--- src/rtl/mem_responder.sv ---
// mem_responder: byte memory for the CPU bus with wait states, ready/err strobes, range check and program loader (clk/rst; memaddr, membus, busmem, data_out in; data_in, ready, err out; ld_mode, ld_wr, ld_data in; ld_ptr out)
module mem_responder #(
  parameter int ADDR_W = 8,
  parameter int WAIT = 1
) (
  input  logic              clk,
  input  logic              rst,
  input  logic [15:0]       memaddr,
  input  logic              membus,
  input  logic              busmem,
  input  logic [7:0]        data_out,
  output logic [7:0]        data_in,
  output logic              ready,
  output logic              err,
  input  logic              ld_mode,
  input  logic              ld_wr,
  input  logic [7:0]        ld_data,
  output logic [ADDR_W-1:0] ld_ptr
);
  typedef enum logic [1:0] {S_IDLE, S_WAIT, S_ACCESS, S_DONE} state_t;
  state_t state, state_n;
  logic [7:0] mem [2**ADDR_W];
  logic [15:0] addr_q;
  logic [7:0] wdata_q;
  logic wr_q, ld_q;
  logic [3:0] cnt;
  logic req_one, conflict, oor, ld_rise, ld_do, mem_we;
  logic [ADDR_W-1:0] idx, wa;
  logic [7:0] wd;
  assign req_one = ~ld_mode & (membus ^ busmem);
  assign conflict = ~ld_mode & membus & busmem;
  assign oor = |(addr_q >> ADDR_W);
  assign idx = addr_q[ADDR_W-1:0];
  assign ld_rise = ld_mode & ~ld_q;
  assign ld_do = ld_mode & ld_wr & ~ld_rise & (state == S_IDLE);
  assign mem_we = ~rst & ((state == S_ACCESS & wr_q & ~oor) | ld_do);
  assign wa = ld_do ? ld_ptr : idx;
  assign wd = ld_do ? ld_data : wdata_q;
  always_comb begin
    state_n = state;
    state_n = state == S_IDLE   ? (req_one ? (WAIT > 0 ? S_WAIT : S_ACCESS) : conflict ? S_DONE : S_IDLE)
            : state == S_WAIT   ? (cnt == 4'd0 ? S_ACCESS : S_WAIT)
            : state == S_ACCESS ? S_DONE
            : (membus | busmem) ? S_DONE : S_IDLE;
  end
  always_ff @(posedge clk) begin
    if (rst) state <= S_IDLE;
    else state <= state_n;
  end
  always_ff @(posedge clk) begin
    if (rst) begin
      cnt <= 4'd0;
      ready <= 1'b0;
      err <= 1'b0;
      data_in <= 8'h00;
      ld_ptr <= '0;
      ld_q <= 1'b0;
      addr_q <= 16'h0000;
      wdata_q <= 8'h00;
      wr_q <= 1'b0;
    end else begin
      ld_q <= ld_mode;
      ready <= state == S_ACCESS;
      err <= (state == S_ACCESS && oor) || (state == S_IDLE && conflict);
      if (state == S_IDLE && req_one) begin
        addr_q <= memaddr;
        wdata_q <= data_out;
        wr_q <= busmem;
        cnt <= WAIT > 0 ? 4'(WAIT - 1) : 4'd0;
      end else if (state == S_WAIT && cnt != 4'd0) cnt <= cnt - 4'd1;
      if (state == S_ACCESS && !wr_q) data_in <= oor ? 8'h00 : mem[idx];
      ld_ptr <= ld_rise ? '0 : ld_do ? ld_ptr + 1'b1 : ld_ptr;
    end
  end
  always_ff @(posedge clk) begin
    if (mem_we) mem[wa] <= wd;
  end
endmodule
--- config.mk ---
export PLATFORM = sky130hd
export DESIGN_NAME = mem_responder
export DESIGN_NICKNAME = d
export VERILOG_FILES = /design/src/rtl/mem_responder.sv
export SDC_FILE = /design/constraint.sdc
export NUM_CORES = 2
export LEC_CHECK = 0
export ABC_CLOCK_PERIOD_IN_PS = 12550
export CORE_ASPECT_RATIO = 2
export CORE_MARGIN = 5
export CORE_UTILIZATION = 62
export DETAILED_ROUTE_END_ITERATION = 7
export PLACE_DENSITY = 0.77
export SLEW_MARGIN = 25
export SYNTH_ARGS = -nofsm -noshare
export SYNTH_HDL_FRONTEND = slang
export SYNTH_SLANG_ARGS = --single-unit
--- constraint.sdc ---
create_clock -name clk -period 12.55 [get_ports clk]
set_input_delay 2.51 -clock clk [delete_from_list [all_inputs] [get_ports clk]]
set_output_delay 2.51 -clock clk [all_outputs]
set_load 0.1 [all_outputs]
# Word-level counts from Yosys, hierarchy flattened
# Memory sizes are Yosys's and may differ from the RTL's. A register that Yosys moved wholly into a read port is not among the register bits.
# Cells that the tools add are included.
totals:
  mem_bits_rw: 2048
  word_cells: 60
  output_inout_bits: 18
  ff_bits: 50
  n_memories: 1
  in_bits: 38
memory_table:
  columns: ["name", "depth", "word_bits", "read_ports", "rd_ports_with_merged_regs", "write_ports", "line", "source"]
  rows:
  - ["mem", 256, 8, 1, 1, 1, "22", "logic [7:0] mem [2**ADDR_W];"]
op_classes:
  n_eq_ne: 2
  n_mux: 14
  bitwise: 18
  addsub: 2
  n_reduce_logical: 13
ops:
  columns: ["operator", "count"]
  rows:
  - ["8-bit 2-to-1 mux", 5]
  - ["2-bit 2-to-1 mux", 7]
  - ["1-bit bitwise AND", 10]
  - ["8-bit by 1-bit adder with 8-bit output, second input constant", 1]
  - ["8-bit OR reduction", 1]
  - ["1-bit logical AND", 5]
  - ["1-bit NOT", 5]
  - ["4-bit zero test", 1]
  - ["4-bit nonzero test", 1]
  - ["2-bit OR reduction", 2]
  - ["4-bit by 1-bit subtractor with 4-bit output, second input constant", 1]
  - ["2-bit by 1-bit == test with 1-bit output, second input constant", 1]
  - ["2-bit == test, second input constant", 1]
  - ["2-bit zero test", 1]
  - ["1-bit 2-to-1 mux", 2]
  - ["1-bit OR", 2]
  - ["1-bit zero test", 1]
  - ["1-bit logical OR", 1]
  - ["1-bit bitwise XOR", 1]

# Logic depth before layout (Yosys ltp)
logic_depth:
  depth_word: 9
  ltp_mapped: 12
  depth_no_buf: 7

# Worst setup path before layout
# Ideal clock, no wire load.
synth_timing:
  path_kind: "input-to-reg"
  start: "in ld_wr"
  end: "mem mem[0][0], data pin"
  stages: 6
  setup_slack_ns: 5.225
  setup_ns: 0.822
  n_path_buf: 3
  t_required_ns: 11.728
  t_arrival_ns: 6.503
  cell_sequence: "nand4_1 clkbuf_1 clkbuf_1 buf_1 nand2_1 nand2_1"
synth_via:
  elab_chain_len: 4
synth_lines:
  columns: ["element", "line", "source"]
  rows:
  - ["start: declaration", "16", "input logic ld_wr,"]
  - ["1-bit bitwise AND (3 in series)", "35", "assign ld_do = ld_mode & ld_wr & ~ld_rise & (state == S_IDLE);"]
  - ["8-bit 2-to-1 mux", "38", "assign wd = ld_do ? ld_data : wdata_q;"]
  - ["named net wd[0]", "29", "logic [7:0] wd;"]
  - ["end: declaration", "22", null]
# The timed path passes the listed nets, and every way through them passes these cells.

==> flow_metrics.env <==
export IMPL_yosysTopAreaCellShare_pct=74.8
export IMPL_antenna_found_initial=8
export IMPL_netlist_area_um2=82200
export IMPL_period_share_pct=46.8
export IMPL_synth_warnings=0
export IMPL_worst_setup_path_end_kind="register"
export IMPL_syn_inst=4147
export IMPL_pre_cts_slack_ps=6260
export IMPL_cts_buffer_depth=3
export IMPL_crit_path_end="data_in[2]"
export IMPL_cts_tree="built"
export IMPL_finalNonFillerCells=6058
export IMPL_crit_slowest_cell="a21oi_1"
export IMPL_grt_pass1_vias=44400
export IMPL_synth_main_ff_cell="edfxtp_1"
export IMPL_cts_sinks=2106
export IMPL_floorplan_initialDensity_pct=62.2
export IMPL_die_w_um=268
export IMPL_crit_family="compound AO/OA/AOI/OAI gates"
export IMPL_worstPathArrival_ps=6550
export IMPL_startpoint_type="register"
export IMPL_post_route_drc_count=0
export IMPL_worst_path_stages=9
export IMPL_die_h_um=525
export IMPL_most_common_layout_cells="2048 x edfxtp_1, 465 x mux4_2, 300 x nor2_1"
export IMPL_ys_types=63
export IMPL_relSlewSlack_pct=20.9
export IMPL_h_tree_depth=4
export IMPL_r2r_setup_slack_ps=6680
export IMPL_fmax_mhz=170
export IMPL_rows=189
export IMPL_port_buffers=55
export IMPL_syn_nets=4188
export IMPL_insertion_delay_ps=810
export IMPL_cts_buffers_inserted=162
export IMPL_vias=43300
export IMPL_max_stage_delay_ps=860
export IMPL_hold_class="register to register"
export IMPL_dieArea_um2=140000
export IMPL_place_area_um2=84300
export IMPL_multiInputGateArea_um2=18200
export IMPL_synth_area_leaders="edfxtp_1 75%, mux4_2 13%, mux2i_1 1.9%"
export IMPL_cts_resized=0
export IMPL_fin_area_um2=90100
export IMPL_drt_iter0_drc=5769
export IMPL_syn_area_per_cell_um2=19.8
export IMPL_area_delta_synth_final_pct=9.58
export IMPL_seqCellArea_um2=62700
export IMPL_io_pins=56
export IMPL_reg2reg_to="data_in[2]"
export IMPL_period_needed_ps=5870
export IMPL_setup_viol=0
export IMPL_post_synth_top_area_cell="edfxtp_1"
export IMPL_vdd_ir_drop_max_uv=190
export IMPL_drt_pass1_iterations=7
export IMPL_finClkSkew_ps=23.5
export IMPL_vias_per_cell=7.14
export IMPL_path_cells="buf_4 -> buf_4 -> buf_4 -> mux4_2 -> o31ai_1 -> a211oi_1 -> a21oi_1 -> a32oi_1 -> a22o_1"
export IMPL_max_cap_violations=0
export IMPL_final_setup_tns_ps=0
export IMPL_worst_pin_slew_ps=1190
export IMPL_wirelength_um=231000
export IMPL_slew_violations=0
export IMPL_rsz0062_at_grt="no"
export IMPL_hold_violations=0
export IMPL_wl_per_cell_um=38.0
export IMPL_setup_worst_path_class="register to register"
export IMPL_cpMostUsedCell="buf_4"
export IMPL_place_hpwl_um=141000
export IMPL_grt_total_usage_pct=33.0
export IMPL_rr_worst_depth=9
export IMPL_setup_ws_ps=6680
export IMPL_core_area_um2=132000
export IMPL_timing_critical_path_buf_inv=3
export IMPL_ctsHoldBuffers=0
export IMPL_cts_setup_buffers=0
export IMPL_grt_overflow=0
export IMPL_yosysSeqAreaShare_pct=76.2
export IMPL_antenna_left=0
export IMPL_cp_required_ps=13230
export IMPL_n_fill_cell=7757
export IMPL_yosys_register_bits=2106
export IMPL_globalplace_congestion=0.935
export IMPL_clkTransAtPathRegs_ps=70
export IMPL_powerDensity_nw_per_um2=160
export IMPL_grt_pass1_wl_um=325000
export IMPL_p_leak_nw=28.3
export IMPL_ctsRootBufferMaster="clkbuf_16"
export IMPL_synth_edf_count=2048
export IMPL_num_nets_final=4234
export IMPL_grt_max_degree=147
export IMPL_crit_path_max_fanout=52
export IMPL_status="complete, no violations"
export IMPL_layout_commonest_cell="edfxtp_1"
export IMPL_ys_async_sr_fraction_pct=0
export IMPL_place_inst=5746
export IMPL_finalPower_mw=14.4
export IMPL_drive_gt1_share_pct=20.3
per-layer routing:
| metal | vias up | part of all wire [%] | track usage, % |
|---|---|---|---|
| li1 | 17000 | - | - |
| met1 | 21800 | 29 | 37.2 |
| met2 | 3447 | 49 | 53.3 |
| met3 | 1040 | 10 | 6.56 |
| met4 | 6 | 12 | 29.0 |
| met5 | - | 0.017 | 0 |
sequential cells by signal (all words and copies together), names as in the netlist, 2 cells and up, named ones only:
name	count
state	2
mem	2048
ld_ptr	8
data_in	8
wdata_q	8
cnt	4
addr_q	16
report_power, final:
part | switching (mW) | leakage (nW) | internal, mW
clock network | 2.48 | 2.76 | 3.06
logic | 0.762 | 5.39 | 0.319
registers | 0.0300 | 20.2 | 7.80
total | 3.27 | 28.3 | 11.2
cell usage after synthesis (17+ instances only):
cell type     n
clkbuf_1    114
a22oi_1      33
o22ai_1      65
mux4_2      465
or3_1        26
or2_2        17
mux2i_1     153
nor2_1      303
edfxtp_1   2048
o21ai_0      28
buf_2        55
nand2_1     235
nand2b_1     17
and2_1       20
a21oi_1      80
o221ai_1     26
nand3_1      44
nor3_1       40
buf_6        37
buf_4        34
a211oi_1     32
a31oi_1      22
dfxtp_1      58
how the worst min path moves through the flow:
stage / start / depth (start not counted) / slack (ps) / to
finish: addr_q[10] / 2 / 460 / addr_q[10]
global route: addr_q[12] / 2 / 480 / addr_q[12]
CTS: wdata_q[0] / 2 / 460 / wdata_q[0]
detailed placement: wdata_q[0] / 2 / 450 / wdata_q[0]
global placement: wdata_q[6] / 2 / 440 / wdata_q[6]
floorplan: addr_q[14] / 2 / 440 / addr_q[14]
worst register-to-register path: stages (launching register included):
cell	delay (ps)
dfxtp_4	810
buf_4	680
buf_4	770
buf_4	660
mux4_2	660
o31ai_1	260
a211oi_1	120
a21oi_1	860
a32oi_1	580
a22o_1	340
area by class of cell:
class / instances / share of cell area, %
repair buffers: 136 / 1.37
flip-flops and latches: 2106 / 69.5
well taps: 1719 / 2.39
diodes: 5 / 0.0139
inverters: 18 / 0.0777
clock buffers: 186 / 4.71
clock inverters: 119 / 1.65
multi-input cells: 1769 / 20.2
cell families (layout without fill, tap and decap cells):
family / count (synthesis) / count (layout) / synth area share (%)
compound gates: 368 / 368 / 3.03
xor+xnor: 10 / 10 / 0.106
fa+ha+maj: 3 / 3 / 0.0456
buf+inv: 272 / 459 / 1.86
flops: 2106 / 2106 / 76.2
mux: 627 / 627 / 14.7
other cells: 0 / 5 / 0
simple gates: 761 / 761 / 4.05
stage by stage:
stage	utilization, %	hold WS (ps)
6_report	68.2	455
2_1_floorplan	-	436
3_3_place_gp	63.8	443
3_5_place_dp	63.8	448
4_1_cts	68.1	458
5_1_grt	68.2	478
(Power assumes the default switching activity.)
